==> src/rtl/mem_bus_master.sv <==
// -----------------------------------------------------------------------------
// mem_bus_master
//
// CPU-side initiator for the memory request bus served by the address decoder.
// Arbitrates the instruction-fetch port and the data port, then runs one
// word-aligned 32-bit bus transaction at a time using a full 4-phase handshake
// (strobe up, ack up, strobe down, ack down). Partial-byte stores are done as
// read-modify-write. Every handshake phase has an ack timeout so that a dead
// responder cannot hang the CPU.
//
// Parameters
//   TIMEOUT_CYCLES  cycles to wait for m_ack rise (REQ) or fall (DROP)
//   CNT_W           timeout counter width, must hold TIMEOUT_CYCLES
//
// Ports
//   clk, rst                 clock, async active-high reset
//   if_req/if_addr           fetch request (level, held until if_done)
//   if_rdata/if_done/if_err  fetch word, completion pulse, timeout flag
//   d_req/d_we/d_addr        data request, store select, byte address
//   d_wdata/d_be             lane-aligned store data and byte enables
//   d_rdata/d_done/d_err     load word (old word on RMW), pulse, timeout flag
//   m_addr/m_wdata           bus address (word aligned) and write data
//   m_ren/m_wen              bus read / write strobes (never both high)
//   m_ack/m_rdata            responder ack and read data
// -----------------------------------------------------------------------------
module mem_bus_master #(
   parameter int unsigned TIMEOUT_CYCLES = 255,
   parameter int unsigned CNT_W          = 8
) (
   input  logic        clk,
   input  logic        rst,
   // instruction fetch port
   input  logic        if_req,
   input  logic [31:0] if_addr,
   output logic [31:0] if_rdata,
   output logic        if_done,
   output logic        if_err,
   // data port
   input  logic        d_req,
   input  logic        d_we,
   input  logic [31:0] d_addr,
   input  logic [31:0] d_wdata,
   input  logic [3:0]  d_be,
   output logic [31:0] d_rdata,
   output logic        d_done,
   output logic        d_err,
   // memory bus
   output logic [31:0] m_addr,
   output logic [31:0] m_wdata,
   output logic        m_ren,
   output logic        m_wen,
   input  logic        m_ack,
   input  logic [31:0] m_rdata
);

   typedef enum logic [2:0] {
      IDLE    = 3'd0,
      RD_REQ  = 3'd1,
      RD_DROP = 3'd2,
      WR_REQ  = 3'd3,
      WR_DROP = 3'd4,
      RESP    = 3'd5
   } state_t;

   localparam logic             GNT_IF   = 1'b0;
   localparam logic             GNT_D    = 1'b1;
   localparam logic [CNT_W-1:0] TMO_LAST = CNT_W'(TIMEOUT_CYCLES - 1);
   localparam logic [CNT_W-1:0] CNT_ONE  = CNT_W'(1);

   state_t            state_q, state_d;
   logic              last_grant_q, last_grant_d;
   logic              grant_q, grant_d;
   logic              rmw_q, rmw_d;
   logic              err_q, err_d;
   logic [CNT_W-1:0]  cnt_q, cnt_d;
   logic [31:0]       rd_buf_q, rd_buf_d;
   logic [31:0]       m_addr_q, m_addr_d;
   logic [31:0]       m_wdata_q, m_wdata_d;
   logic              m_ren_q, m_ren_d;
   logic              m_wen_q, m_wen_d;
   logic [31:0]       if_rdata_q, if_rdata_d;
   logic              if_done_q, if_done_d;
   logic              if_err_q, if_err_d;
   logic [31:0]       d_rdata_q, d_rdata_d;
   logic              d_done_q, d_done_d;
   logic              d_err_q, d_err_d;

   logic              gnt;
   logic              resp_go;
   logic              tmo;
   logic [31:0]       be_mask;
   logic [31:0]       merge;

   // Bus is word addressed; the low address bits only matter to the CPU.
   logic unused_addr_bits;
   assign unused_addr_bits = ^{if_addr[1:0], d_addr[1:0]};

   assign be_mask = {{8{d_be[3]}}, {8{d_be[2]}}, {8{d_be[1]}}, {8{d_be[0]}}};
   assign merge   = (rd_buf_q & ~be_mask) | (d_wdata & be_mask);
   assign tmo     = (cnt_q == TMO_LAST);

   always_comb begin
      state_d      = state_q;
      last_grant_d = last_grant_q;
      grant_d      = grant_q;
      rmw_d        = rmw_q;
      err_d        = err_q;
      cnt_d        = cnt_q;
      rd_buf_d     = rd_buf_q;
      m_addr_d     = m_addr_q;
      m_wdata_d    = m_wdata_q;
      m_ren_d      = m_ren_q;
      m_wen_d      = m_wen_q;
      // completion outputs are pulses: low unless entering RESP
      if_rdata_d   = 32'h0;
      if_done_d    = 1'b0;
      if_err_d     = 1'b0;
      d_rdata_d    = 32'h0;
      d_done_d     = 1'b0;
      d_err_d      = 1'b0;
      gnt          = GNT_IF;
      resp_go      = 1'b0;

      case (state_q)
         IDLE: begin
            if (if_req || d_req) begin
               // Round-robin only matters on a conflict; a lone requester
               // does not disturb the fairness history.
               if (if_req && d_req) begin
                  gnt          = (last_grant_q == GNT_IF) ? GNT_D : GNT_IF;
                  last_grant_d = gnt;
               end else begin
                  gnt = d_req ? GNT_D : GNT_IF;
               end
               grant_d  = gnt;
               err_d    = 1'b0;
               rmw_d    = 1'b0;
               rd_buf_d = 32'h0;
               if (gnt == GNT_IF) begin
                  m_addr_d = {if_addr[31:2], 2'b00};
                  m_ren_d  = 1'b1;
                  state_d  = RD_REQ;
               end else begin
                  m_addr_d = {d_addr[31:2], 2'b00};
                  if (!d_we) begin
                     m_ren_d = 1'b1;
                     state_d = RD_REQ;
                  end else if (d_be == 4'hF) begin
                     m_wdata_d = d_wdata;
                     m_wen_d   = 1'b1;
                     state_d   = WR_REQ;
                  end else if (d_be == 4'h0) begin
                     // nothing to write: complete without touching the bus
                     state_d = RESP;
                     resp_go = 1'b1;
                  end else begin
                     rmw_d   = 1'b1;
                     m_ren_d = 1'b1;
                     state_d = RD_REQ;
                  end
               end
            end
         end

         RD_REQ: begin
            if (m_ack) begin
               rd_buf_d = m_rdata;
               m_ren_d  = 1'b0;
               state_d  = RD_DROP;
            end else if (tmo) begin
               m_ren_d = 1'b0;
               err_d   = 1'b1;
               state_d = RD_DROP;
            end
         end

         RD_DROP: begin
            if (!m_ack) begin
               // A failed read leaves nothing valid to merge, so the
               // write half of an RMW is abandoned.
               if (rmw_q && !err_q) begin
                  m_wdata_d = merge;
                  m_wen_d   = 1'b1;
                  state_d   = WR_REQ;
               end else begin
                  state_d = RESP;
                  resp_go = 1'b1;
               end
            end else if (tmo) begin
               state_d = RESP;
               resp_go = 1'b1;
            end
         end

         WR_REQ: begin
            if (m_ack) begin
               m_wen_d = 1'b0;
               state_d = WR_DROP;
            end else if (tmo) begin
               m_wen_d = 1'b0;
               err_d   = 1'b1;
               state_d = WR_DROP;
            end
         end

         WR_DROP: begin
            if (!m_ack || tmo) begin
               state_d = RESP;
               resp_go = 1'b1;
            end
         end

         RESP: begin
            state_d = IDLE;
         end

         default: begin
            state_d = IDLE;
            m_ren_d = 1'b0;
            m_wen_d = 1'b0;
         end
      endcase

      // Timeout counter restarts on every state change and only runs
      // while waiting on the responder.
      if (state_d != state_q) begin
         cnt_d = '0;
      end else if (state_q == RD_REQ || state_q == RD_DROP ||
                   state_q == WR_REQ || state_q == WR_DROP) begin
         cnt_d = cnt_q + CNT_ONE;
      end

      // Done/err/rdata are registered on entry to RESP so the pulse is
      // visible for exactly the one cycle spent in RESP.
      if (resp_go) begin
         if (grant_d == GNT_D) begin
            d_done_d  = 1'b1;
            d_err_d   = err_d;
            d_rdata_d = rd_buf_d;
         end else begin
            if_done_d  = 1'b1;
            if_err_d   = err_d;
            if_rdata_d = rd_buf_d;
         end
      end
   end

   always_ff @(posedge clk or posedge rst) begin
      if (rst) begin
         state_q      <= IDLE;
         last_grant_q <= GNT_IF;
         grant_q      <= GNT_IF;
         rmw_q        <= 1'b0;
         err_q        <= 1'b0;
         cnt_q        <= '0;
         rd_buf_q     <= 32'h0;
         m_addr_q     <= 32'h0;
         m_wdata_q    <= 32'h0;
         m_ren_q      <= 1'b0;
         m_wen_q      <= 1'b0;
         if_rdata_q   <= 32'h0;
         if_done_q    <= 1'b0;
         if_err_q     <= 1'b0;
         d_rdata_q    <= 32'h0;
         d_done_q     <= 1'b0;
         d_err_q      <= 1'b0;
      end else begin
         state_q      <= state_d;
         last_grant_q <= last_grant_d;
         grant_q      <= grant_d;
         rmw_q        <= rmw_d;
         err_q        <= err_d;
         cnt_q        <= cnt_d;
         rd_buf_q     <= rd_buf_d;
         m_addr_q     <= m_addr_d;
         m_wdata_q    <= m_wdata_d;
         m_ren_q      <= m_ren_d;
         m_wen_q      <= m_wen_d;
         if_rdata_q   <= if_rdata_d;
         if_done_q    <= if_done_d;
         if_err_q     <= if_err_d;
         d_rdata_q    <= d_rdata_d;
         d_done_q     <= d_done_d;
         d_err_q      <= d_err_d;
      end
   end

   assign m_addr   = m_addr_q;
   assign m_wdata  = m_wdata_q;
   assign m_ren    = m_ren_q;
   assign m_wen    = m_wen_q;
   assign if_rdata = if_rdata_q;
   assign if_done  = if_done_q;
   assign if_err   = if_err_q;
   assign d_rdata  = d_rdata_q;
   assign d_done   = d_done_q;
   assign d_err    = d_err_q;

endmodule

==> config.mk <==
export PLATFORM = sky130hd
export DESIGN_NAME = mem_bus_master
export DESIGN_NICKNAME = d
export VERILOG_FILES = /design/src/rtl/mem_bus_master.sv
export SDC_FILE = /design/constraint.sdc
export NUM_CORES = 1
export LEC_CHECK = 0
export CAP_MARGIN = 20
export CORE_ASPECT_RATIO = 0.8
export CORE_MARGIN = 3
export CORE_UTILIZATION = 35
export DETAILED_ROUTE_END_ITERATION = 10
export PLACE_DENSITY = 0.63
export SYNTH_ARGS = -nofsm -noshare
export SYNTH_HDL_FRONTEND = slang
export SYNTH_SLANG_ARGS = --single-unit
==> constraint.sdc <==
create_clock -name clk -period 14.3 [get_ports clk]
set_clock_uncertainty 0.05 [all_clocks]
set_input_delay 1.43 -clock clk [delete_from_list [all_inputs] [get_ports clk]]
set_output_delay 1.43 -clock clk [all_outputs]
set_load 0.02 [all_outputs]
# After elaboration in Yosys (flattened, before gate mapping)

Cells that the tools add are included.

Logic and storage cells: 142
Output and inout port bits: 134
Bits of input ports: 138
Flip-flop bits (word level): 181

Mux-type cells: 79
Reductions and logical operators: 21
Add/subtract/negate cells: 1
Eq/ne operators: 18
Bitwise gates (word level): 6

Operators with widths:

| kind                                                                   | count |
|---|---|
| 32-bit two-way mux                                                     | 13 |
| 32-bit case mux with 2 select lines                                    | 2 |
| 32-bit AND                                                             | 2 |
| 1-bit two-way mux                                                      | 44 |
| 3-bit two-way mux                                                      | 13 |
| 32-bit NOT                                                             | 1 |
| 32-bit OR                                                              | 1 |
| 8-bit two-way mux                                                      | 2 |
| 3-bit case mux with 5 select lines                                     | 1 |
| 2-bit inequality test (second input constant)                          | 6 |
| 8-bit by 1-bit adder with 8-bit output (second input constant)         | 1 |
| 8-bit equality test (second input constant)                            | 1 |
| 4-bit inequality test (second input constant)                          | 2 |
| 8-bit AND reduction                                                    | 1 |
| 7-bit AND reduction                                                    | 1 |
| 3-bit by 2-bit equality test with 1-bit output (second input constant) | 2 |
| 3-bit equality test (second input constant)                            | 2 |
| 3-bit inequality test (second input constant)                          | 2 |
| 1-bit case mux with 3 select lines                                     | 2 |
| 1-bit logical OR                                                       | 5 |
| 5-bit AND reduction                                                    | 1 |
| 4-bit equality test (second input constant)                            | 1 |
| 4-bit zero test                                                        | 1 |
| 1-bit case mux with 4 select lines                                     | 1 |
| other kinds (13)                                                       | 17 |

# Longest topological paths before layout

Gate-level depths: netlist of the first run.

Depth in word-level cells: 9
Mapped depth: 8
Mapped depth without buffers: 7

# Worst setup path after synthesis of the first run

No wires, ideal clock.

Path kind: input to register
Start: input m_ack
End: register m_wdata_q[0], in the netlist m_wdata[0]
Required time: 14,113 ps
Setup time: 137 ps
Cell stages on the path: 7
Arrival: 2,678 ps
Path slack: 11,435 ps
Cell sequence: buf_2 nor3b_2 nor2_1 nor4_2 buf_2 buf_1 a21oi_1

Word-level cells in the longest chain between the ends: 2

RTL lines:

| element                                | line | text |
|---|---|---|
| start, declared                        | 52   | `input logic m_ack,` |
| 2-bit inequality test (no source line) | -    |  |
| 7-bit AND reduction (no source line)   | -    |  |
| end signal, assigned                   | 276  | `m_wdata_q <= m_wdata_d;` |
| end, declared                          | 78   | `logic [31:0] m_wdata_q, m_wdata_d;` |

No other way between the ends.
A chain may end at the register's enable or synchronous reset.

# Final worst setup path of the first run

Start: input d_req
End: register m_wdata_q[7], in the netlist m_wdata[7]

Word-level cells in the longest chain between the ends: 6
Elaborated cells between the ends (all ways): 9

RTL lines:

| element                                                       | line     | text |
|---|---|---|
| start, declared                                               | 39       | `input logic d_req,` |
| 1-bit two-way mux / 1-bit logical AND (equally long branches) | 133, 129 |  |
| 1-bit two-way mux                                             | 129      | `if (if_req && d_req) begin` |
| 1-bit two-way mux                                             | 126      | `if (if_req \|\| d_req) begin` |
| 1-bit two-way mux                                             | 124      | `case (state_q)` |
| 2-bit inequality test (no source line)                        | -        |  |
| 7-bit AND reduction (no source line) *                        | -        |  |

Every way passes the cells marked *; elsewhere a longest branch is shown, timed or not. The select of a mux whose other input is x is not followed.

==> out/metrics.yaml, run 1 <==
outcome:
  status: "finished clean"
floorplan:
  rows: 46
  io_pins: 272
  die_w_microns: 166
  die_h_microns: 134
  start_util_pct: 35.9
  coreArea_sq_mm: 0.0200
  die_area_sq_mm: 0.0223
detailed_routing:
  avgRoutedWirePerCell_microns: 17.6
  finalWirelength_microns: 20800
  vias_per_cell: 4.73
  dr.pass1.iters: 4
  vias: 5590
  antenna_left: 0
  drc: 0
  drtIter0Drc: 324
power_and_ir_drop:
  power_leakage_uw: 0.00474
  p_clk_share_pct: 23.5
  power_frac_seq_pct: 36.7
  cellPowerDensity_mw_per_mm2: 188
  sw_frac_of_total_pct: 38.5
  combPwrFrac_pct: 39.8
  internal-power_uw: 1240
  vdd_drop_max_uv: 102
  power.switching_uw: 775
critical_path:
  crit_type: "in2reg"
  path_max_fanout: 65
  crit_start: "d_req"
  crit_path_end_kind: "flip-flop"
  cp.required_ps: 14600
  rr_startpoint: "state_q[0]"
  crit_path_start_kind: "input port"
  cp.arrival_ps: 4080
global_route:
  grt_pass1_wl_microns: 32400
  antenna_found_initial: 0
  grt_max_degree: 71
  grt_overflow: 0
  grtUsageTotal_pct: 18.6
  grt_pass1_vias: 5673
sta:
  slew_viol_final: 0
  setup_violations: 0
  min_period_over_period_pct: 26.4
  max_freq_ghz: 0.264
  tightest_slew_ps: 919
  relSlewSlack_pct: 38.5
  finalHoldViolCount: 0
  rsz0062_at_grt: "no"
  min_period_ps: 3780
  finalSetupTns_ps: 0
synthesis:
  syn-cell-area_sq_mm: 0.00717
  synthCells: 649
  avgSynthCellArea_sq_um: 11.1
  synth-edff-count: 0
  yosysWarnings: 0
  post-synth-top-area-fraction_pct: 62.5
  synthFlopType: "dfrtp_1"
  ys_ff_latch: 179
  synth_area_leaders: "dfrtp_1 62%, mux2i_1 8.7%, nor2_1 6.0%, a22oi_1 3.6%, a21oi_1 2.5%"
  seq_area_frac_synth_pct: 62.5
  synth_cell_types: 46
  synth_top_cell_by_area: "dfrtp_1"
  postSynth.asyncResetShare_pct: 100
clock_tree:
  cts_resized: 0
  cts-htree-levels: 4
  cts_tree: "built"
  path_clk_slew_ps: 80
  ctsLongestPathBuffers: 2
  root_buffer: "clkbuf_16"
  cts_sinks: 179
  post-cts-setup-buffers: 0
  cts_buffers: 17
  cts_hold_buf: 0
  clk_latency_ps: 420
placement:
  place.gp.congestion: 0.814
  hpwlAfterDp_microns: 14200
  dp.cells: 1150
  io_buffers: 265
layout:
  seq_area_sq_mm: 0.00448
  fin_cells: 1182
  fillers: 1775
  drive_gt1_share_pct: 6.10
  nets: 1046
  antenna_cells: 0
  synthToLayoutAreaGrowth_pct: 48.9
  multiInputGateArea_sq_mm: 0.00240
run:
  maxCapViolCount: 0
hold_path:
  hold_path_class: "reg2reg"
  min_from: "m_addr[15]"
## power by group through the flow
stage	combinational (uW)	sequential, uW	clock [uW]
after floorplan	352	843	0
after CTS	808	738	488
after global routing	872	756	509
after global placement	799	742	0
final	799	737	473
after detailed placement	805	747	0
## synth_stat cells (all sizes together) (4+ instances only)
library cell / instances
inv: 39
clkbuf: 10
nand3: 4
a21oi: 36
xnor2: 5
nor2: 118
nand2: 48
a22oi: 34
nand4: 4
buf: 26
o21ai: 35
nor3: 12
mux2i: 62
dfrtp: 179
## critical path: stages
cell and delay, ps:
clkdlybuf4s50_1 610, a21boi_4 210, buf_4 510, a31oi_1 240, nor4_4 160, buf_4 580, nor2_1 100, a21oi_1 140
## cells by family (layout without fill, tap and decap cells)
family	count (synthesis)	after routing	synth area share [%]
other	1	2	0.0523
muxes	62	62	8.65
and+or+nand+nor	197	197	11.8
adders and majority gates	3	3	0.523
DFF	179	179	62.5
xor gates and xnor gates	8	8	0.977
buffers and inverters	75	343	4.50
AOI/OAI and AO/OA	124	124	11.0
## metal layers
layer	vias to the layer above	wire length [microns]	part of all wire [%]	global-route usage, %
met3	11	2070	9.9	8.31
met5	-	0	0	0
met4	0	136	0.65	3.60
li1	2708	-	-	-
met2	205	9250	45	28.7
met1	2666	9330	45	24.8
## placed cells by master, fill, tap and decap left out, drive strengths merged, types with 2 or more instances in the layout
master | Yosys | layout
xnor2 | 5 | 5
nand4 | 4 | 4
xor2 | 3 | 3
nor3 | 12 | 12
mux2i | 62 | 62
clkinv | 0 | 4
dfrtp | 179 | 179
o21ai | 35 | 35
clkinvlp | 0 | 3
buf | 26 | 7
ha | 3 | 3
a22oi | 34 | 34
nand2 | 48 | 48
clkdlybuf4s50 | 0 | 265
clkbuf | 10 | 18
a21oi | 36 | 36
a32o | 3 | 3
conb | 1 | 2
a31oi | 3 | 3
nand3 | 4 | 4
and4 | 2 | 2
nor4 | 3 | 3
inv | 39 | 45
o22a | 2 | 2
nor2 | 118 | 118
and3 | 2 | 2
a21boi | 3 | 3
## final cells by class
cell class	count	area share [%]
clock inverters	14	1.57
inverters	39	1.42
well taps	264	3.09
flip-flops and latches	179	42.0
multi-input cells	396	22.5
repair buffers	272	25.3
clock buffers	18	4.11
## path summary, 6_finish.rpt
path	to	slack (ps)	cells past startpoint
worst max-delay path	m_wdata[7]	10520	8
worst min-delay path	m_addr[15]	430	2
worst max register to register	d_rdata[1]	11380	7
worst min register to register	m_addr[15]	430	2
max in group asynchronous	d_rdata[5]	11610	3
min in group asynchronous	if_rdata[15]	1340	2
## state kept, by name, summed over array words and instances (netlist names), 3 cells and up
signal and count:
cnt_q 8, d_rdata 32, if_rdata 32, m_addr 30
m_wdata 32, rd_buf_q 32, state_q 3
## per-stage QoR
step	setup slack [ps]	cell area (sq um)	util [%]	total power (uW)	hold WS, ps
floorplan	7960	7180	-	1200	396
global placement	10100	10100	50.4	1540	413
detailed placement	10070	10100	50.4	1550	421
CTS	10500	10700	53.5	2030	437
global route	10300	10700	53.5	2140	455
finish	10520	10700	53.5	2010	429
(Power assumes the default switching activity.)
==> run 2: changes to the inputs <==
- PLACE_DENSITY: 0.63 -> 0.66
- clock period: 14.3 -> 3.3 ns (I/O delays scaled with it)
==> out/metrics.yaml, run 2 (synthesis gave the netlist of run 1 again) <==
clock_tree:
  cts_resized: 0
  cts_tree: "built"
  path_clk_slew_ps: 80
  cts_sinks: 179
  cts-htree-levels: 4
  clk_latency_ps: 420
  cts_hold_buf: 0
  post-cts-setup-buffers: 0
  root_buffer: "clkbuf_16"
  ctsLongestPathBuffers: 2
  cts_buffers: 17
floorplan:
  die_h_microns: 134
  die_w_microns: 166
  io_pins: 272
  die_area_sq_mm: 0.0223
  start_util_pct: 35.9
  coreArea_sq_mm: 0.0200
  rows: 46
power_and_ir_drop:
  power_leakage_uw: 0.00478
  p_total_uw: 8660
  cellPowerDensity_mw_per_mm2: 806
  vdd_drop_max_uv: 333
placement:
  place.gp.congestion: 0.798
  io_buffers: 265
  hpwlAfterDp_microns: 14700
  dp.cells: 1156
  placed_area_sq_mm: 0.0102
global_route:
  grt_max_degree: 64
  antenna_found_initial: 0
  met2_usage_pct: 29.7
  top_usage_layer: "met2"
  met3_usage_pct: 6.72
  grt_pass1_wl_microns: 32400
  use_met1_pct: 24.6
  grtUsageTotal_pct: 18.4
  grt_overflow: 0
  grt_pass1_vias: 5743
outcome:
  status: "finished clean"
detailed_routing:
  finalWirelength_microns: 20500
  antenna_left: 0
  drtIter0Drc: 322
  dr.pass1.iters: 6
  drc: 0
  vias_per_cell: 4.78
  avgRoutedWirePerCell_microns: 17.3
  vias: 5680
layout:
  multiInputGateArea_sq_mm: 0.00241
  layout_common_cells: "265 x clkdlybuf4s50_1, 179 x dfrtp_1, 113 x nor2_1"
  drive_gt1_share_pct: 6.71
  seq_area_sq_mm: 0.00448
  antenna_cells: 0
  stdcell_area_sq_mm: 0.0107
  fin_cells: 1188
  final_common_cell: "clkdlybuf4s50_1"
  nets: 1052
  synthToLayoutAreaGrowth_pct: 49.8
  postLayoutCoreUtil_pct: 53.8
  fillers: 1782
sta:
  finalHoldViolCount: 0
  max_freq_ghz: 0.427
  finalSetupTns_ps: 0
  min_period_over_period_pct: 71.0
  min_period_ps: 2340
  relSlewSlack_pct: 49.1
  rsz0062_at_grt: "no"
  tightest_slew_ps: 761
  slew_viol_final: 0
  setup_violations: 0
critical_path:
  cp.required_ps: 3540
  crit_type: "reg2reg"
  cp.arrival_ps: 2580
  path_max_fanout: 33
  crit_path_end_kind: "flip-flop"
  crit_path_start_kind: "flip-flop"
hold_path:
  hold_path_class: "in2async"
run:
  maxCapViolCount: 0
==> run 2: changes by cell type in the layout (fill, tap and decap cells not counted), sizes merged <==
| cell | previous run | this run |
|---|---|---|
| clkinvlp | 3 | 1 |
| buf | 7 | 13 |
| clkbuf | 18 | 17 |
| bufinv | 1 | 0 |
| clkinv | 4 | 6 |
| inv | 45 | 47 |
==> run 2: per-layer routing <==
layer | wire (microns) | vias to the layer above | part of all wire (%)
li1 | - | 2728 | -
met1 | 8980 | 2732 | 44
met2 | 9530 | 207 | 46
met3 | 1870 | 13 | 9.1
met4 | 138 | 0 | 0.67
met5 | 0 | - | 0
==> run 2: layout make-up <==
class	count	area share, %
inverters	39	1.40
clock buffers	17	3.96
clock inverters	15	1.49
repair buffers	278	26.0
flip-flops and latches	179	41.7
multi-input cells	396	22.4
well taps	264	3.08
==> run 2: through the flow <==
step	worst slack (ps)	hold WS (ps)
4_1_cts	921	352
5_1_grt	755	401
6_report	957	344
3_5_place_dp	802	419
2_1_floorplan	625	396
3_3_place_gp	826	413
==> run 2: worst paths after layout <==
| kind | from | end | slack, ps | cells after the start |
|---|---|---|---|---|
| worst max-delay path | state_q[0] | d_rdata[3] | 960 | 7 |
| worst min-delay path | rst | m_wdata[0] | 340 | 2 |
| worst max register to register | state_q[0] | d_rdata[3] | 960 | 7 |
| worst min register to register | m_addr[13] | m_addr[13] | 430 | 2 |
| max in group asynchronous | rst | if_rdata[24] | 2070 | 3 |
| min in group clk | m_addr[13] | m_addr[13] | 430 | 2 |
==> run 2: power breakdown <==
group	internal, uW	switching [uW]	total [uW]
clock	1020	966	1980
combinational	1460	2020	3480
sequential	2810	380	3190
total	5290	3370	8660
==> run 2: worst max-delay path: stages (launching register included) <==
cell	delay, ps
dfrtp_1	560
nor3_4	420
o21ai_4	110
a22oi_1	320
inv_1	130
nand2_2	70
buf_4	410
nor2_1	100
